### config.mk
export PLATFORM = sky130hd
export DESIGN_NAME = cpu_sequencer
export DESIGN_NICKNAME = d
export VERILOG_FILES = /design/src/rtl/cpu_sequencer.sv
export SDC_FILE = /design/constraint.sdc
export NUM_CORES = 1
export LEC_CHECK = 0
export BUFFER_PORTS_ARGS = -buffer_cell sky130_fd_sc_hd__buf_2
export CORE_MARGIN = 2
export CORE_UTILIZATION = 40
export DETAILED_ROUTE_END_ITERATION = 10
export PLACE_DENSITY_LB_ADDON = 0.15
export SETUP_SLACK_MARGIN = 0.05
export SLEW_MARGIN = 15
export SYNTH_ARGS = -nofsm -noshare
export SYNTH_HDL_FRONTEND = slang
export SYNTH_SLANG_ARGS = --single-unit
### constraint.sdc
create_clock -name clk -period 1.6 [get_ports clk]
set_clock_uncertainty 0.15 [all_clocks]
set_input_delay 0.24 -clock clk [delete_from_list [all_inputs] [get_ports clk]]
set_output_delay 0.24 -clock clk [all_outputs]
set_load 0.02 [all_outputs]
### src/rtl/cpu_sequencer.sv
// Fetch/execute control stage for the 4-bit minicpu datapath.
// Optional HLT opcode and HALT state enabled by defining SEQ_HALT_EN.
`ifndef DATA_WIDTH
`define DATA_WIDTH 4
`endif

module cpu_sequencer #(
  parameter int DW = `DATA_WIDTH,
  parameter int IW = 8
) (
  input  logic          clk,
  input  logic          reset,
  input  logic          step_en,
  output logic          imem_req,
  input  logic          imem_valid,
  input  logic [IW-1:0] imem_data,
  input  logic [DW-1:0] pc_in,
  input  logic          alu_carry,
  output logic [DW-1:0] pc_next,
  output logic [DW-1:0] imm,
  output logic [1:0]    src_sel,
  output logic          ld_a_n,
  output logic          ld_b_n,
  output logic          ld_out_n,
  output logic          ld_pc_n,
  output logic          carry
);

`ifdef SEQ_HALT_EN
  typedef enum logic [1:0] {
    IDLE, FETCH, EXEC, HALT
  } state_t;
`else
  typedef enum logic [1:0] {
    IDLE, FETCH, EXEC
  } state_t;
`endif

  state_t        state, state_nx;
  logic [IW-1:0] instr;
  logic [3:0]    opc;
  logic          sel_a, sel_b, sel_out;
  logic          is_add, is_jnc, is_jmp, is_hlt;

  assign opc = 4'(instr[IW-1:DW]);
  assign imm = instr[DW-1:0];

  always_comb begin
    src_sel = 2'b11;
    sel_a   = 1'b0;
    sel_b   = 1'b0;
    sel_out = 1'b0;
    is_add  = 1'b0;
    is_jnc  = 1'b0;
    is_jmp  = 1'b0;
    is_hlt  = 1'b0;
    unique case (opc)
      4'h0: begin src_sel = 2'b00; sel_a = 1'b1; is_add = 1'b1; end
      4'h1: begin src_sel = 2'b01; sel_a = 1'b1; end
      4'h2: begin src_sel = 2'b10; sel_a = 1'b1; end
      4'h3: begin src_sel = 2'b11; sel_a = 1'b1; end
      4'h4: begin src_sel = 2'b00; sel_b = 1'b1; end
      4'h5: begin src_sel = 2'b01; sel_b = 1'b1; is_add = 1'b1; end
      4'h6: begin src_sel = 2'b10; sel_b = 1'b1; end
      4'h7: begin src_sel = 2'b11; sel_b = 1'b1; end
      4'h9: begin src_sel = 2'b01; sel_out = 1'b1; end
      4'hb: begin src_sel = 2'b11; sel_out = 1'b1; end
      4'he: is_jnc = 1'b1;
      4'hf: is_jmp = 1'b1;
`ifdef SEQ_HALT_EN
      4'h8: is_hlt = 1'b1;
`endif
      default: ;
    endcase
  end

  // JNC looks at the carry left by the previous instruction
  assign pc_next = (is_jmp || (is_jnc && !carry)) ? imm
                                                  : pc_in + DW'(1);

  always_comb begin
    state_nx = state;
    imem_req = 1'b0;
    ld_a_n   = 1'b1;
    ld_b_n   = 1'b1;
    ld_out_n = 1'b1;
    ld_pc_n  = 1'b1;
    unique case (state)
      IDLE: if (step_en) state_nx = FETCH;
      FETCH: begin
        imem_req = 1'b1;
        if (imem_valid) state_nx = EXEC;
      end
      EXEC: begin
        ld_a_n   = ~sel_a;
        ld_b_n   = ~sel_b;
        ld_out_n = ~sel_out;
        ld_pc_n  = is_hlt;
`ifdef SEQ_HALT_EN
        state_nx = is_hlt ? HALT : IDLE;
`else
        state_nx = IDLE;
`endif
      end
`ifdef SEQ_HALT_EN
      HALT: state_nx = HALT;
`endif
      default: state_nx = IDLE;
    endcase
  end

  always_ff @(posedge clk or negedge reset) begin
    if (!reset) begin
      state <= IDLE;
      instr <= '0;
      carry <= 1'b0;
    end else begin
      state <= state_nx;
      if (state == FETCH && imem_valid) instr <= imem_data;
      if (state == EXEC) carry <= is_add ? alu_carry : 1'b0;
    end
  end

endmodule

After elaboration in Yosys (flattened, before gate mapping)
Index checks and enable logic that the tools add are counted.
{"block": "word_totals", "reg_bits": 11, "latch_bits": 0, "ramBits": 0, "romBits": 0, "inputBits": 17, "output_inout_bits": 16, "wordCells": 53, "mem_count": 0}
{"block": "classes", "n_addsub": 1, "multipliers": 0, "n_div": 0, "order_cmp": 0, "eq_ne": 15, "shifts": 0, "muxes": 17, "bitwise_logic": 3, "reduce_logical": 14}
{"op": "$eq 4x3->1 const B", "count": 4}
{"op": "$eq 4x4->1 const B", "count": 4}
{"op": "$mux 1", "count": 12}
{"op": "$eq 4x2->1 const B", "count": 2}
{"op": "$reduce_or 2->1", "count": 4}
{"op": "$reduce_or 4->1", "count": 2}
{"op": "$pmux 2 s3", "count": 1}
{"op": "$add 4x1->4 const B", "count": 1}
{"op": "$eq 4x1->1 const B", "count": 1}
{"op": "$logic_not 4->1", "count": 1}
{"op": "$mux 2", "count": 2}
{"op": "$mux 4", "count": 1}
{"op": "$ne 2x2->1 const B", "count": 2}
{"op": "$pmux 2 s2", "count": 1}
{"op": "$not 1->1", "count": 3}
{"op": "$reduce_or 3->1", "count": 1}
{"op": "$eq 2x1->1 const B", "count": 1}
{"op": "$eq 2x2->1 const B", "count": 1}
{"op": "$logic_and 1x1->1", "count": 2}
{"op": "$logic_not 2->1", "count": 1}
{"op": "$reduce_and 2->1", "count": 1}
{"op": "$logic_not 1->1", "count": 1}
{"op": "$logic_or 1x1->1", "count": 1}

Longest topological paths before layout
{"block": "depth", "word_depth": 5, "mapped_depth": 3, "mapped_depth_nobuf": 3}

Least setup slack after synthesis
OpenSTA, ideal clock, no wires.
{"block": "synth_timing", "kind": "reg2out", "startpoint": "reg state[0]", "endpoint": "out ld_b_n", "t_arrival_ns": 1.162, "required_time_ns": 1.210, "slack_ns": 0.048, "stages_incl_launch_ff": 3, "n_path_buf": 0, "path_cell_list": "dfrtp_1 > nand2b_1 > or3b_1"}
{"block": "synth_between", "elab_chain_cells": 2}
{"item": "from (decl)", "line_no": "39", "source": "state_t state, state_nx;"}
{"item": "from (signal assigned)", "line_no": "118", "source": "state <= state_nx;"}
{"item": "$eq 2x2->1", "line_no": "88", "source": "unique case (state)"}
{"item": "$mux 1", "line_no": "88"}
{"item": "to (decl)", "line_no": "23", "source": "output logic ld_b_n,"}
Every way passes these cells.

Worst setup path in the final report
{"block": "layout_timing", "startpoint": "reg instr[6]", "endpoint": "out pc_next[2]"}
{"block": "layout_between", "elab_chain_cells": 5, "word_cells_on_any_way": 7, "classes_between": "eq/ne: 2; mux: 3; reduce/logical: 2"}
{"item": "from (decl)", "line_no": "40", "source": "logic [IW-1:0] instr;"}
{"item": "from (signal assigned)", "line_no": "119", "source": "if (state == FETCH && imem_valid) instr <= imem_data;"}
{"item": "$eq 4x4->1", "line_no": "57", "source": "unique case (opc)"}
{"item": "$mux 1", "line_no": "57"}
{"item": "$logic_and 1x1->1", "line_no": "78", "source": "assign pc_next = (is_jmp || (is_jnc && !carry)) ? imm"}
{"item": "$logic_or 1x1->1 (*)", "line_no": "78"}
{"item": "$mux 4 (*)", "line_no": "78"}
{"item": "to (decl)", "line_no": "19", "source": "output logic [DW-1:0] pc_next,"}
Every way passes the cells marked *; elsewhere a longest branch is shown, timed or not.

==> impl_results.md <==
* Max-slew violations at 0
* Detail Placement HPWL at 991.7 um
* RSZ-0062 raised after global routing: yes
* HP Class: input pin to flop
* GRT Resource Usage Total at 15.19%
* Starting Density at 41.93%
* VDD IR max at 0.6637 mV
* Largest area contributor in the netlist: dfrtp_1
* Final hold vios at 0
* Top-area cell type share of the netlist area at 44.09%
* Layout cells sized above 1 at 70.21%
* DRC violations left at 0
* Worst skew pair latency at 0.26 ns
* Grt ovf at 0
* CP Class: flop to primary output
* Clk Tree Root Cell: clkbuf_4
* Final core occ at 64.45%
* Diode count at 0
* Crit Path Max Fanout at 4
* Internal power at 783.9 uW
* Leak pwr at 0.0004859 uW
* Number of H-tree levels at 1
* Post-synth net total at 72
* Setup_tns at -1.158 ns
* IO Count at 33
* Slew headroom at 83.66%
* Crit path time final at 1.808 ns
* Fin crit share at 113.0%
* Die Height at 43.51 um
* Yosys reg bits at 11
* Synth Area per Inst at 11.56 um2
* Cell Area, Synth at 624.3 um2
* DIE WIDTH at 43.51 um
* Initial antenna violation count at 0
* Flop pwr share at 33.5%
* Post-DP Area at 814.5 um2
* YS warnings at 0
* Clock slew at reported path FFs at 0.07 ns
* CP Data Arrival Time at 1.42 ns
* Leading cell type in the layout, fill and taps excluded: buf_2
* DIE AREA at 1893 um2
* F_max at 553.0 MHz
* Area grow syn2layout at 53.71%
* DR pass1 iterations at 1
* Vias/cell at 4.700
* Share of total power in combinational logic at 51.5%
* Area contributors post-synth: dfrtp_1, mux2_2, mux2_1
* Core box area at 1489 um2
* Vias in the first global route at 482
* Sw frac at 37.95%
* Worst EP required at 1.21 ns
* DRT iter0 DRCs at 0
* Rows at 14
* Max-Cap Viols at 0
* Seq/Total Area, Yosys at 44.09%
* CTS Buffer Depth at 2
* Crit. End Element: primary output
* Pwr Total at 1263 uW
* Cell area power density at 1316 nW/um2
* CTS buffer count at 3
* Worst-Margin Slew at 0.2451 ns
* Gpl congestion at 0.6818
* Worst setup SP type: flop
* Status: finished with violations
* Post-route setup slack at -0.2085 ns
* CTS tree: built
* Psw at 479.4 uW
* Wire per inst at 11.48 um
* Setup Viol. Count Final at 8
* Finished Cell Area at 959.7 um2
* Global-route wire length before repair at 2.104 mm
* Gate count of the mapped netlist at 54
* Yosys cell types at 23
* Vias at 517
* Worst slack at placement at 0.06891 ns
* Number of routed nets with antenna violations at 0
* Failing checks: setup timing
* I/O Buffers at 32
* CTS sink cnt at 11
* Drt total wl at 1.263 mm
* Nets@finish at 113
* Clock power frac at 15.0%
* Filler cell count at 134
* Largest net degree at the start of global routing at 12
* Most frequent cells in the layout: buf_2, dfrtp_1, mux2_2, buf_6, buf_4
-- path summary, 6_finish.rpt --
kind,start,end,slack (ns),depth (start not counted)
max in group asynchronous,reset,state[1]$_DFFE_PN0P_,0.87,2
min,imem_data[0],instr[0]$_DFFE_PN0P_,0.05,2
max reg2reg,state[0]$_DFFE_PN0P_,instr[4]$_DFFE_PN0P_,0.14,4
min in group asynchronous,reset,instr[5]$_DFFE_PN0P_,0.21,2
min reg2reg,state[1]$_DFFE_PN0P_,state[0]$_DFFE_PN0P_,0.38,1
max,instr[6]$_DFFE_PN0P_,pc_next[2],-0.21,4
-- kinds of logic (layout without fill, tap and decap cells) --
logic type	after synthesis	in the layout	synth area share, %
AOI/OAI and AO/OA	3	3	4.610
xor gates and xnor gates	2	2	2.806
adders and majority gates	1	1	2.004
buffers and inverters	8	48	7.214
DFF	11	11	44.09
muxes	13	13	23.05
and+or+nand+nor	16	16	16.23
-- stage by stage --
stage	hold WS, ns	std cells
after floorplan	-0.2056	54
after global placement	-0.02624	103
after detailed placement	-0.02455	103
after CTS	0.04378	110
after global routing	0.04202	110
final	0.04694	110
-- state kept, by name (all words and copies together), names as in the netlist --
name   count
state      2
instr      8
carry      1
-- critical path, cell delays in order (launching register included) --
cell     delay, ns
dfrtp_1       0.37
nand3_2       0.10
a21oi_4       0.22
mux2_4        0.33
buf_6         0.13
-- routing by layer --
metal / track usage, % / wire, um / vias up / share of wire (%)
met3: 2.500 / 51 / 2 / 4.0
met5: 0 / 0 / - / 0
met4: 7.273 / 15 / 0 / 1.2
met1: 18.30 / 496 / 242 / 39
met2: 26.27 / 700 / 14 / 55
li1: - / - / 259 / -
-- cell type report --
| cell class | count | area, um2 | share of cell area, % |
|---|---|---|---|
| Sequential cell | 11 | 276.5 | 28.81 |
| Tap cell | 16 | 20.02 | 2.086 |
| Inverter | 4 | 15.01 | 1.565 |
| Clock buffer | 3 | 22.52 | 2.347 |
| Clock inverter | 1 | 5.005 | 0.5215 |
| Multi-Input combinational cell | 35 | 350.3 | 36.51 |
| Timing Repair Buffer | 40 | 270.3 | 28.16 |
-- power by group through the flow --
stage               Combinational [uW]  Sequential (uW)  Clock [uW]
floorplan                          367              448           0
global placement                   543              427           0
detailed placement                 549              430           0
CTS                                630              426         194
global route                       700              434         210
finish                             651              423         189
-- synthesized netlist by cell type (all sizes together) --
library cell	count
nand3	3
or2	1
xnor2	1
mux2	11
ha	1
a21oi	1
a21o	1
xor2	1
inv	4
o21ai	1
or3b	1
nor2b	1
dfrtp	11
nand4	1
nand2	2
mux2i	2
nand2b	3
buf	4
or3	1
nor2	3
-- timing repair --
item / in CTS / in global routing
buffers inserted: 2 / 0
hold buffers: 1 / 0
gates resized for setup: 21 / 4
pin swaps: 4 / 2
setup endpoints to repair: 10 / 10
endpoints found under the hold margin: 11 / 0
Power figures use the tool's default switching activity.
